**src/rtl/fifo_pkg.sv**
```systemverilog
// fifo_pkg: shared FIFO helpers (address sizing and explicit pointer wrap for any depth).
package fifo_pkg;

    function automatic int clog2(input int n);
        int r;
        r = 0;
        for (int v = 1; v < n; v = v * 2) r++;
        return r;
    endfunction

    function automatic logic [31:0] ptr_inc(input logic [31:0] ptr, input int depth);
        return (ptr == 32'(depth - 1)) ? 32'd0 : ptr + 32'd1;
    endfunction

endpackage

```
**src/rtl/fifo_mem_dp.sv**
```systemverilog
// fifo_mem_dp: WIDTH x DEPTH storage, synchronous write, asynchronous read, no reset.
module fifo_mem_dp #(
    parameter int WIDTH     = 8,
    parameter int DEPTH     = 16,
    parameter int PTR_WIDTH = 4
) (
    input  logic                 clk_i,
    input  logic                 we,
    input  logic [PTR_WIDTH-1:0] waddr,
    input  logic [WIDTH-1:0]     wdata,
    input  logic [PTR_WIDTH-1:0] raddr,
    output logic [WIDTH-1:0]     rdata
);

    logic [WIDTH-1:0] mem [DEPTH];

    always_ff @(posedge clk_i)
        if (we) mem[waddr] <= wdata;

    assign rdata = mem[raddr];

endmodule

```
**src/rtl/sync_fifo_param.sv**
```systemverilog
// sync_fifo_param: single-clock FIFO with count, almost flags, flush and overflow/underflow pulses.
// Define SYNC_FIFO_FWFT_EN for first-word fall-through reads; default is a registered 1-cycle read.
module sync_fifo_param
    import fifo_pkg::*;
#(
    parameter int WIDTH     = 8,
    parameter int DEPTH     = 16,
    parameter int PTR_WIDTH = 4,
    parameter int AF_LEVEL  = DEPTH - 2,
    parameter int AE_LEVEL  = 2
) (
    input  logic                 clk_i,
    input  logic                 rst_i,
    input  logic                 flush_i,
    input  logic                 wr_en_i,
    input  logic [WIDTH-1:0]     wdata_i,
    output logic                 full_o,
    output logic                 almost_full_o,
    input  logic                 rd_en_i,
    output logic [WIDTH-1:0]     rdata_o,
    output logic                 rvalid_o,
    output logic                 empty_o,
    output logic                 almost_empty_o,
    output logic [PTR_WIDTH:0]   count_o,
    output logic                 overflow_o,
    output logic                 underflow_o
);

    localparam int CW = PTR_WIDTH + 1;
    localparam logic [CW-1:0] DEPTH_C = CW'(DEPTH);
    localparam logic [CW-1:0] AF_C    = CW'(AF_LEVEL);
    localparam logic [CW-1:0] AE_C    = CW'(AE_LEVEL);

    if (PTR_WIDTH != clog2(DEPTH)) begin : g_ptr_check
        $error("sync_fifo_param: PTR_WIDTH must equal clog2(DEPTH)");
    end

    logic [PTR_WIDTH-1:0] wr_ptr, rd_ptr;
    logic [WIDTH-1:0]     mem_rdata;
    logic                 wr_acc, rd_acc;
    logic [CW-1:0]        count_next;

    assign rd_acc     = rd_en_i & ~empty_o;
    assign wr_acc     = wr_en_i & (~full_o | rd_acc);
    assign count_next = count_o + CW'(wr_acc) - CW'(rd_acc);

    fifo_mem_dp #(.WIDTH(WIDTH), .DEPTH(DEPTH), .PTR_WIDTH(PTR_WIDTH)) u_mem (
        .clk_i (clk_i),
        .we    (wr_acc & ~rst_i & ~flush_i),
        .waddr (wr_ptr),
        .wdata (wdata_i),
        .raddr (rd_ptr),
        .rdata (mem_rdata)
    );

    // Flags are registered from the next-state count so they line up with count_o.
    always_ff @(posedge clk_i) begin
        if (rst_i || flush_i) begin
            wr_ptr         <= '0;
            rd_ptr         <= '0;
            count_o        <= '0;
            empty_o        <= 1'b1;
            almost_empty_o <= 1'b1;
            full_o         <= 1'b0;
            almost_full_o  <= (AF_LEVEL == 0);
            overflow_o     <= 1'b0;
            underflow_o    <= 1'b0;
        end else begin
            wr_ptr         <= wr_acc ? PTR_WIDTH'(ptr_inc(32'(wr_ptr), DEPTH)) : wr_ptr;
            rd_ptr         <= rd_acc ? PTR_WIDTH'(ptr_inc(32'(rd_ptr), DEPTH)) : rd_ptr;
            count_o        <= count_next;
            empty_o        <= (count_next == '0);
            almost_empty_o <= (count_next <= AE_C);
            full_o         <= (count_next == DEPTH_C);
            almost_full_o  <= (count_next >= AF_C);
            overflow_o     <= wr_en_i & ~wr_acc;
            underflow_o    <= rd_en_i & ~rd_acc;
        end
    end

`ifdef SYNC_FIFO_FWFT_EN
    assign rdata_o  = mem_rdata;
    assign rvalid_o = ~empty_o;
`else
    always_ff @(posedge clk_i) begin
        if (rst_i) begin
            rdata_o  <= '0;
            rvalid_o <= 1'b0;
        end else begin
            rdata_o  <= (rd_acc && !flush_i) ? mem_rdata : rdata_o;
            rvalid_o <= rd_acc & ~flush_i;
        end
    end
`endif

endmodule

```
**config.mk**
```make
export PLATFORM = sky130hd
export DESIGN_NAME = sync_fifo_param
export DESIGN_NICKNAME = d
export VERILOG_FILES = /design/src/rtl/fifo_pkg.sv /design/src/rtl/fifo_mem_dp.sv /design/src/rtl/sync_fifo_param.sv
export SDC_FILE = /design/constraint.sdc
export NUM_CORES = 1
export LEC_CHECK = 0
export ABC_AREA = 1
export BUFFER_PORTS_ARGS = -buffer_cell sky130_fd_sc_hd__clkbuf_2
export CAP_MARGIN = 20
export CORE_MARGIN = 2
export CORE_UTILIZATION = 50
export DETAILED_ROUTE_END_ITERATION = 8
export GPL_ROUTABILITY_DRIVEN = 1
export GPL_TIMING_DRIVEN = 1
export PLACE_DENSITY = 0.71
export SYNTH_ARGS = -nofsm -noshare
export SYNTH_HDL_FRONTEND = slang
export SYNTH_SLANG_ARGS = --single-unit
```
**constraint.sdc**
```tcl
create_clock -name clk_i -period 4.3 [get_ports clk_i]
set_input_delay 0.43 -clock clk_i [delete_from_list [all_inputs] [get_ports clk_i]]
set_output_delay 0.43 -clock clk_i [all_outputs]
set_load 0.02 [all_outputs]
```
== Word level (Yosys, flattened, before mapping) ==
Memory sizes are Yosys's and may differ from the RTL's. A register that Yosys moved wholly into a read port is not among the register bits.
Cells that the tools add are included.
Storage, ports and cells
  bits in registers: 20
  latch bits: 0
  bits in writable memories: 128
  memory bits (read-only): 0
  input bits: 13
  output and inout bits: 20
  word-level logic and storage cells: 42
  memories kept: 1
Memories
  u_mem.mem: words 16, width 8, read ports 1, clocked after memory_dff 1, wr ports 1, RTL line fifo_mem_dp.sv:15  | logic [WIDTH-1:0] mem [DEPTH];
Operators by class
  add/subtract/negate cells: 4
  $mul: 0
  div/mod/pow operators: 0
  magnitude comparators: 2
  eq/ne operators: 3
  shift-type cells: 0
  muxes and demuxes: 4
  bitwise gates (word level): 14
  reductions and logical operators: 4
Operators with widths (count)
  $add A4 B1 Y4 const B: 2
  $eq A4 B4 Y1 const B: 2
  $mux W4: 2
  $and A1 B1 Y1: 7
  $not A1 Y1: 6
  $add A5 B1 Y5: 1
  $eq A5 B5 Y1 const B: 1
  $ge A5 B4 Y1 const B: 1
  $le A5 B2 Y1 const B: 1
  $logic_not A5 Y1: 1
  $sub A5 B1 Y5: 1
  $mux W1: 2
  $logic_and A1 B1 Y1: 1
  $logic_not A1 Y1: 1
  $logic_or A1 B1 Y1: 1
  $or A1 B1 Y1: 1

== Depth between registers and ports, before layout ==
Gate-level depths: netlist (run 1).
  depth in word-level cells: 8
  depth in mapped cells: 15

== Hierarchy ==
A second synthesis (run 1) with hierarchy kept.
Unflattened totals
  cell total of the unflattened synthesis: 696
  area, all modules: 6891.6 sq um
Modules (own cells, without submodules)
  fifo_mem_dp: times used 1, cells an instance 543, area each 5606.6 sq um, seq. area each 3843.7 sq um
  sync_fifo_param: times used 1, cells an instance 153, area each 1285.0 sq um, seq. area each 560.5 sq um

== Worst setup path before layout (run 1) ==
OpenSTA, ideal clock, no wires.
  path kind: reg-to-reg
  from: reg empty_o
  to: reg full_o
  setup time: 64 ps
  data arrival time: 2315 ps
  setup slack: 1922 ps
  stages on the path, launching flop included: 16
  period minus slack after synthesis: 2378 ps
  cells stage by stage: dfxtp_1 > inv_1 > nand2_2 > nand2_1 > nand2_1 > ha_1 > inv_1 > ha_1 > inv_1 > fa_1 > o21ai_1 > and2_1 > nor2_1 > nor2_2 > inv_1 > nor2_1
Between the ends
  cells in the longest elaborated chain, start to end: 7
Ends and longest elaborated chain
  start: declaration: RTL line sync_fifo_param.sv:22  | output logic empty_o,
  start signal: assignment: RTL line sync_fifo_param.sv:72  | empty_o <= (count_next == '0);
  $not A1 Y1 (*): RTL line sync_fifo_param.sv:43  | assign rd_acc = rd_en_i & ~empty_o;
  $and A1 B1 Y1 (*): RTL line sync_fifo_param.sv:43
  $or A1 B1 Y1: RTL line sync_fifo_param.sv:44  | assign wr_acc = wr_en_i & (~full_o | rd_acc);
  $and A1 B1 Y1: RTL line sync_fifo_param.sv:44
  $add A5 B1 Y5: RTL line sync_fifo_param.sv:45  | assign count_next = count_o + CW'(wr_acc) - CW'(rd_acc);
  $sub A5 B1 Y5 (*): RTL line sync_fifo_param.sv:45
  $eq A5 B5 Y1 (*): RTL line sync_fifo_param.sv:74  | full_o <= (count_next == DEPTH_C);
  end signal: assignment: RTL line sync_fifo_param.sv:74
  end: declaration: RTL line sync_fifo_param.sv:17  | output logic full_o,
Every way passes the cells marked *; elsewhere a longest branch is shown, timed or not.
A chain may end at the register's enable or synchronous reset.

== Worst setup path in the final report (run 1) ==
Same ends and word-level chain as after synthesis.

==> metrics, run 1 <==
outcome finished, final reports clean; largest net degree at the start of global routing 68; Core ar. 13200 sq um; remaining global-route overflow 0; first-pass GRT wire length 23.3 mm; die area 14400 sq um; Yosys top cell area share 57.1%; hold_sp rd_en_i; max-cap violation count 0; RSZ-0062 raised after global routing no; DRT iter0 DRCs 422; clk buf depth 2; row count 42; root buf cell clkbuf_16; relative slew slack 49.5%; CP Cell Sequence inv_1 > nand2_2 > nand2_1 > nand2_1 > ha_1 > inv_1 > ha_1 > inv_1 > fa_1 > o21ai_1 > and2_1 > nor2_1 > nor2_2 > inv_1 > nor2_1; Resize count post-CTS 0; HPWL Detailed 9.23 mm; CP Capture Type flip-flop; WP data required 4670 ps; setup violators final 0; crit share post-route 59.2%; Hold WC Path Type primary input to flip-flop; crit path kind flip-flop to flip-flop; initial antenna violation count 0; Worst Tran Pin Value 757 ps; synthesized area per cell 9.82 sq um; syn_nets 710; Remaining DRCs 0; vias in the first global route 4407; commonest cells after routing, fill and taps aside nand2_1 (227), edfxtp_1 (128), inv_1 (105); PD cells 447 nW/um^2; most common cell after layout, fill and taps aside nand2_1; CP max-delay cell fa_1; Worst-Skew Late Latency 420 ps; Synth Cell Area 6740 sq um; crit-path max FO 10; Setup crit start kind flip-flop; worst r2r dst full_o$_SDFF_PP0_; slack of the worst reg-to-reg path 1750 ps; P_leak 3.21 nW; Die X 120 microns; H-Tree Depth 4; hold path cells 3; R2R depth 15; Layout area overhead 12.8%; CP arrival 2910 ps; pre-CTS setup slack 1680 ps; Synth Register Bits 156; fin worst setup slack 1750 ps; # nets final 739; Inserted Diodes 0; Via density 5.11; YS warnings 0; Hold Path End underflow_o$_SDFF_PP0_; Post-CTS Setup Repair Bufs 0; Routed WL 14.7 mm; vias 4620; clock sinks 156; reg-to-reg startpoint empty_o$_SDFF_PP1_; Peak VDD IR 0.271 mV; Slowest Stage Delay on Critical Path 400 ps; setup TNS 0 ps; DR WL/cell 16.2 microns; CTS tree done; DRT Pass-1 Iters 9; top cells by area, synth edfxtp_1 (57%), nand2_1 (13%), dfxtp_1 (8.3%); fin util 57.6%; starting density of the core 51.1%; Total GRT Usage 21.7%; port bufs 32; Slew Limit Fails 0; skew final 10.3 ps; Distinct cells, synth 26; Placed Cells 870; final hold slack 241 ps; Max Freq 0.393 GHz; Num CTS Buffers 17; Die Height 120 microns; Final Hold Vio Count 0; GPL Wtd Cong 0.812; hold_buf cts 0; non-filler instance count after layout 904; Clock transition at path regs 60 ps; Final min period 2550 ps; Post-DRT Antenna Nets 0; Ports 33; layout cell share with drive strength beyond 1 9.75%; Worst path most repeated cell inv_1; Synth area leader edfxtp_1; post-synthesis sequential area ratio 65.4%; Cells after Synth 686
## metal layers
metal,share of wire (%),GRT usage [%]
met1,43,28.1
met5,0,0
met4,1.6,8.60
met2,48,35.7
met3,7.1,4.71
## worst max-delay path, delay by kind of cell, from the launching register on
family                     cells  cell delay (ps)
and+or+nand+nor                7              870
adders and majority gates      3              820
DFF                            1              350
buffers and inverters          4              240
AOI/OAI and AO/OA              1              180
## power breakdown
part           internal (mW)  switching, mW  total [mW]
clock network          0.844          0.569        1.41
registers               1.66         0.0157        1.68
logic                 0.0952          0.215       0.310
## cell families (layout without fill, tap and decap cells)
group	Yosys count	count (layout)	synth area share [%]
AND/OR/NAND/NOR	359	359	22.2
XOR/XNOR	4	4	0.520
AO/OA/AOI/OAI	22	22	1.63
buffers and inverters	134	176	8.08
adder cells (fa/ha/maj)	11	11	2.15
flip-flops	156	156	65.4
## sequential cells by signal (all words and copies together) (netlist names)
register / flops
almost_full_o: 1
rvalid_o: 1
u_mem.mem: 128
almost_empty_o: 1
rd_ptr: 4
full_o: 1
count_o: 5
underflow_o: 1
wr_ptr: 4
overflow_o: 1
empty_o: 1
rdata_o: 8
## worst max-delay path by stage
stage	start	endpoint	slack [ps]
after floorplan	empty_o$_SDFF_PP1_	full_o$_SDFF_PP0_	1920
final	empty_o$_SDFF_PP1_	full_o$_SDFF_PP0_	1750
after CTS	empty_o$_SDFF_PP1_	full_o$_SDFF_PP0_	1790
after global routing	empty_o$_SDFF_PP1_	full_o$_SDFF_PP0_	1490
after detailed placement	rd_en_i	full_o$_SDFF_PP0_	1680
after global placement	rd_en_i	full_o$_SDFF_PP0_	1730
## through the flow
step	cell area, sq um	power, mW
after CTS	7550	3.41
final	7600	3.40
after floorplan	6740	1.92
after detailed placement	6990	2.01
after global routing	7600	3.52
after global placement	6990	2.00
## area by class of cell
class                   instances  area [sq um]
clock inverters                13           126
repair buffers                 36           223
clock buffers                  19           433
inverters                     108           405
flip-flops and latches        156          4410
multi-input cells             396          1790
well taps                     176           220
fillers                      1095          5590
## Yosys cell counts
master and count:
nor3_1 4, clkinv_1 1, dfxtp_1 28, buf_1 1, nor2_2 2, ha_1 10, and2_1 1, xnor2_1 1
a21oi_1 17, buf_4 6, inv_2 2, nor3b_1 2, nor2_4 1, edfxtp_1 128, nand2_1 227, fa_1 1
nand4_1 2, xor2_1 3, buf_2 15, nand3_1 92, clkbuf_1 4, o21ai_0 4, nor2_1 27, o21ai_1 1
nand2_2 1, inv_1 105
(Power assumes the default switching activity.)
==> run 2, diff against run 1 <==
- PLACE_DENSITY: 0.71 -> 0.74
- clock period: 4.3 -> 2.1 ns (I/O delays scaled with it)
==> run 2 against run 1 <==
  * Critical path type unchanged
  * Largest power group unchanged
  * Via count is 1.6% higher
  * Critical path depth unchanged
  * Clock skew about the same
  * Largest cell class unchanged
==> metrics, run 2 (synthesized netlist as in run 1, its figures left out) <==
Final Hold Vio Count 0; initial antenna violation count 0; # nets final 768; fin worst setup slack 38.6 ps; switching power 1.71 mW; row count 42; HPWL Detailed 9.31 mm; final hold slack 66.6 ps; hold_sp rd_en_i; CP max-delay cell fa_2; CP arrival 2430 ps; skew final 9.92 ps; vias 4696; Seq pwr share 47.5%; Total GRT Usage 21.1%; Via density 5.03; crit path kind flip-flop to flip-flop; Routed WL 14.3 mm; Remaining DRCs 0; Setup crit start kind flip-flop; RSZ-0062 raised after global routing yes; most common cell after layout, fill and taps aside nand2_1; Comb pwr share 10.5%; slack of the worst reg-to-reg path 40 ps; P_leak 3.40 nW; Die X 120 microns; Post-DRT Antenna Nets 0; CP Cell Sequence inv_4 > nand2_4 > nand2_4 > nand2_4 > ha_4 > inv_2 > ha_4 > inv_2 > fa_2 > o21ai_2 > and2_4 > nor2_4 > nor2_4 > inv_2 > nor2_1; WP data required 2460 ps; Worst path top cell family by delay adder cells; Hold Path End underflow_o$_SDFF_PP0_; root buf cell clkbuf_16; Inserted Diodes 0; setup violators final 0; Max Freq 0.485 GHz; Top Registers u_mem.mem: 128 flops, rdata_o: 8 flops, count_o: 5 flops; Clock transition at path regs 60 ps; worst r2r dst full_o$_SDFF_PP0_; WP buf/inv 4; largest reg by FF count u_mem.mem; sw frac 23.6%; starting density of the core 51.1%; Num CTS Buffers 17; Ports 33; Slowest Stage Delay on Critical Path 390 ps; die area 14400 sq um; layout cell share with drive strength beyond 1 16.0%; Peak VDD IR 0.714 mV; DRT Pass-1 Iters 6; PD cells 914 nW/um^2; hold_buf cts 0; GPL Wtd Cong 0.893; Final min period 2060 ps; CTS tree done; Design Power 7.25 mW; crit-path max FO 4; largest net degree at the start of global routing 68; max-cap violation count 0; DR WL/cell 15.3 microns; vias in the first global route 4650; clock sinks 156; Core ar. 13200 sq um; Largest register FFs 128; WP depth 15; reg-to-reg startpoint empty_o$_SDFF_PP1_; Layout area overhead 17.8%; Slew Limit Fails 0; relative slew slack 65.1%; Die Height 120 microns; hold path cells 3; Placed Cells 895; non-filler instance count after layout 933; CP Capture Type flip-flop; Worst-Skew Late Latency 420 ps; pre-CTS setup slack -37.8 ps; share of total power in the clock network 42.1%; clk buf depth 2; P_int 5.54 mW; first-pass GRT wire length 22.7 mm; Hold WC Path Type primary input to flip-flop; fin util 60.2%; commonest cells after routing, fill and taps aside nand2_1 (225), edfxtp_1 (128), inv_1 (99); port bufs 32; Worst Tran Pin Value 524 ps; remaining global-route overflow 0; R2R depth 15; H-Tree Depth 4; crit share post-route 98.2%; DRT iter0 DRCs 430; outcome finished, final reports clean
[run 2: cell count changes in the layout (fill, tap and decap cells not counted), moves of 2 or more]
cell / before / now
buf_4: 2 / 31
inv_1: 105 / 99
inv_2: 2 / 7
clkinv_4: 1 / 5
clkinvlp_4: 4 / 0
nand2_4: 0 / 3
clkbuf_1: 2 / 0
clkinv_1: 3 / 1
ha_1: 10 / 8
ha_4: 0 / 2
nand2_1: 227 / 225
nor2_4: 1 / 3
[run 2: through the flow]
| step | area [sq um] | TNS, ps |
|---|---|---|
| 3_5_place_dp | 7270 | -39.9 |
| 6_report | 7940 | 0 |
| 2_1_floorplan | 6800 | 0 |
| 5_1_grt | 7940 | -160 |
| 3_3_place_gp | 7270 | 0 |
| 4_1_cts | 7880 | 0 |
[run 2: tightest hold or removal path, delay by kind of cell]
kind	cells	cell delay [ps]
buf+inv	1	110
simple gates	2	120
[run 2: worst max-delay path by stage]
stage                        end  slack [ps]               start
5_1_grt        full_o$_SDFF_PP0_         -70  empty_o$_SDFF_PP1_
3_3_place_gp   full_o$_SDFF_PP0_          30  empty_o$_SDFF_PP1_
6_report       full_o$_SDFF_PP0_          40  empty_o$_SDFF_PP1_
4_1_cts        full_o$_SDFF_PP0_          10  empty_o$_SDFF_PP1_
2_1_floorplan  full_o$_SDFF_PP0_          10  empty_o$_SDFF_PP1_
3_5_place_dp   full_o$_SDFF_PP0_         -40  empty_o$_SDFF_PP1_
[run 2: timing repair]
action / 4_1_cts / 5_1_grt
setup endpoints to repair: 2 / 5
resized for setup: 0 / 8
buffers inserted: 2 / 4
pin swaps: 5 / 6
[run 2: layout make-up]
| cell class | count | area (sq um) |
|---|---|---|
| Sequential cell | 156 | 4410 |
| Clock inverter | 15 | 173 |
| Tap cell | 176 | 220 |
| Clock buffer | 17 | 425 |
| Fill cell | 1055 | 5260 |
| Inverter | 108 | 408 |
| Multi-Input combinational cell | 396 | 1870 |
| Timing Repair Buffer | 65 | 433 |
[run 2: power by group through the flow]
stage                     Sequential (mW)  Combinational [mW]  Clock [mW]
final                                3.44               0.759        3.05
after global routing                 3.45               0.844        3.23
after CTS                            3.44               0.702        3.10
after detailed placement             3.51               0.693           0
after global placement               3.50               0.672           0
after floorplan                      3.56               0.409           0
[run 2: per-layer routing]
metal,vias up,share of wire (%),global-route usage [%]
met3,32,5.6,5.75
met4,0,2.4,8.90
li1,2324,-,-
met1,2219,41,25.7
met5,-,0,0
met2,121,51,35.3
==> run 3, diff against run 2 <==
- ABC_AREA: 1 -> unset
- ABC_CLOCK_PERIOD_IN_PS: unset -> 2100
- TNS_END_PERCENT: unset -> 30
==> run 3 against run 2 <==
  * The flow now finishes with violations (negative setup slack)
  * Die area decreased by 6.5%
  * Routed wire length decreased by 14%
  * Via count decreased by 27%
  * Cell area decreased by 5.4%
  * Sequential power decreased by 1%
  * Non-clock buffer count increased by 3
  * Global-route usage decreased by 1.3 points
  * Count of clock-buffer cells in the layout increased by 6
  * Highest routed layer unchanged
==> metrics, run 3 <==
most common cell after layout, fill and taps aside edfxtp_1; crit path kind flip-flop to flip-flop; max-cap violation count 0; commonest cells after routing, fill and taps aside edfxtp_1 (128), nor2_1 (40), buf_4 (33); root buf cell clkbuf_16; Largest register FFs 128; Num CTS Buffers 17; setup violators final 6; Distinct cells, synth 45; Remaining DRCs 0; Design Power 6.71 mW; RSZ-0062 raised after global routing yes; CP Capture Type flip-flop; number of synthesized flops with an enable pin 128; wl on met1 5.15 mm; non-filler instance count after layout 610; Ports 33; row count 40; crit-path max FO 4; Clock transition at path regs 60 ps; Reg area 4410 sq um; vias 3429; fill cell total of the finished layout 880; most frequent cell after synthesis edfxtp_1; Max Freq 0.418 GHz; Worst Setup SP empty_o$_SDFF_PP1_; Die X 116 microns; CP arrival 2730 ps; Routed WL 12.3 mm; hold_sp rd_en_i; Core ar. 12200 sq um; GPL Wtd Cong 0.824; Inserted Diodes 0; Synth top cells by count edfxtp_1 (128), nor2_1 (40), dfxtp_1 (28); DR WL/cell 20.1 microns; Worst Tran Pin Value 377 ps; DRT Pass-1 Iters 5; syn_nets 382; Via density 5.62; Final Hold Vio Count 0; P_leak 2.60 nW; Cells after Synth 358; remaining global-route overflow 0; Post-DRT Antenna Nets 0; Total GRT Usage 19.8%; post-synthesis sequential area ratio 70.1%; skew final 4.49 ps; Worst-Skew Late Latency 410 ps; YS warnings 0; crit share post-route 114%; Slew Limit Fails 0; starting density of the core 51.7%; synthesized area per cell 17.6 sq um; clock sinks 156; Yosys top cell area share 61.2%; Layout area overhead 19.5%; first-pass GRT wire length 19.1 mm; Hold WC Path Type primary input to flip-flop; relative slew slack 74.9%; DR top layer met4; Die Height 116 microns; failing checks negative setup slack; # nets final 453; vias in the first global route 3446; Placed Cells 574; fin worst setup slack -294 ps; clk buf depth 2; WP data required 2430 ps; port bufs 32; HPWL Detailed 7.63 mm; fraction of registers with async set/reset 0%; reg-to-reg startpoint empty_o$_SDFF_PP1_; top cells by area, synth edfxtp_1 (61%), dfxtp_1 (8.9%), mux4_2 (8.2%); H-Tree Depth 4; PD cells 894 nW/um^2; DR WL met3 655 microns; Synth Cell Area 6280 sq um; Top FF cell, synth edfxtp_1; largest net degree at the start of global routing 37; Synth area leader edfxtp_1; Final min period 2390 ps; initial antenna violation count 0; Synth Register Bits 156; Top Registers u_mem.mem: 128 flops, rdata_o: 8 flops, count_o: 5 flops; Setup crit start kind flip-flop; outcome complete, but fails checks; area of the multi-input gates 1840 sq um; largest reg by FF count u_mem.mem; die area 13500 sq um; met2 WL 6.27 mm; Peak VDD IR 0.864 mV; layout cell share with drive strength beyond 1 31.7%; DRT iter0 DRCs 327; CTS tree done
run 3: cell count changes after synthesis, sizes merged, moves of 3 or more:
| cell | previous run | this run |
|---|---|---|
| buf | 22 | 13 |
| nand2 | 228 | 5 |
| inv | 107 | 12 |
| a21oi | 17 | 8 |
| nor3 | 4 | 9 |
| mux2i | 0 | 19 |
| nand2b | 0 | 4 |
| nand3 | 92 | 6 |
| nor2 | 30 | 40 |
| mux4 | 0 | 32 |
| o21ai | 5 | 2 |
| a211o | 0 | 8 |
run 3: layout make-up:
type                    count  area share [%]
well taps                 168            2.80
inverters                  12           0.633
repair buffers             68            6.12
clock inverters             9            1.20
flip-flops and latches    156            58.7
multi-input cells         174            24.5
clock buffers              23            6.10
run 3: kinds of logic (layout without fill, tap and decap cells):
family	count (synthesis)	after routing	share of synthesized area (%)
DFF	156	156	70.1
buffers and inverters	28	112	2.49
and+or+nand+nor	76	76	5.73
AOI/OAI and AO/OA	29	29	3.33
xor gates and xnor gates	6	6	0.836
adders and majority gates	11	11	2.31
muxes	52	52	15.2
run 3: repair_timing:
action,CTS,global route
endpoints found under the setup margin,7,8
setup buffers,3,1
gates resized for setup,5,13
hold buffers,0,0
cloned,0,0
pin swaps,7,6
run 3: where the power goes:
group / switching (mW) / total (mW) / internal (mW)
clock: 1.17 / 2.83 / 1.67
sequential: 0.0223 / 3.40 / 3.38
combinational: 0.270 / 0.478 / 0.208
total: 1.46 / 6.71 / 5.25
run 3: worst max-delay path: stages, from the launching register on:
cell and delay [ps]:
dfxtp_2 320, nand2b_4 150, a21boi_4 150, inv_2 60, ha_4 200, inv_2 50, ha_4 120, inv_2 40
fa_2 560, nand2b_4 140, nand3_2 80, mux2_4 290, o31ai_2 160
run 3: final timing paths:
kind | to | slack [ps] | cells after the start
worst min-delay path | underflow_o$_SDFF_PP0_ | 80 | 2
worst max register to register | almost_empty_o$_SDFF_PP1_ | -290 | 12
worst min register to register | rdata_o[4]$_SDFFE_PP0P_ | 490 | 1
worst max-delay path | almost_empty_o$_SDFF_PP1_ | -290 | 12
run 3: routing by layer:
layer  up-vias  GRT usage, %
met5         -             0
met3        19          4.83
met4         0          8.17
met1      1752          25.3
met2       109          32.8
li1       1549             -
run 3: per-stage QoR:
stage,util (%),setup slack [ps],hold WS [ps],TNS (ps),cell area [sq um]
after CTS,61.1,-420,76.6,-1670,7430
after global routing,61.7,-367,85.8,-1820,7510
after global placement,56.3,-361,473,-1500,6840
after detailed placement,56.3,-429,472,-1760,6840
final,61.7,-294,84.7,-1300,7510
after floorplan,-,-543,309,-2410,6320
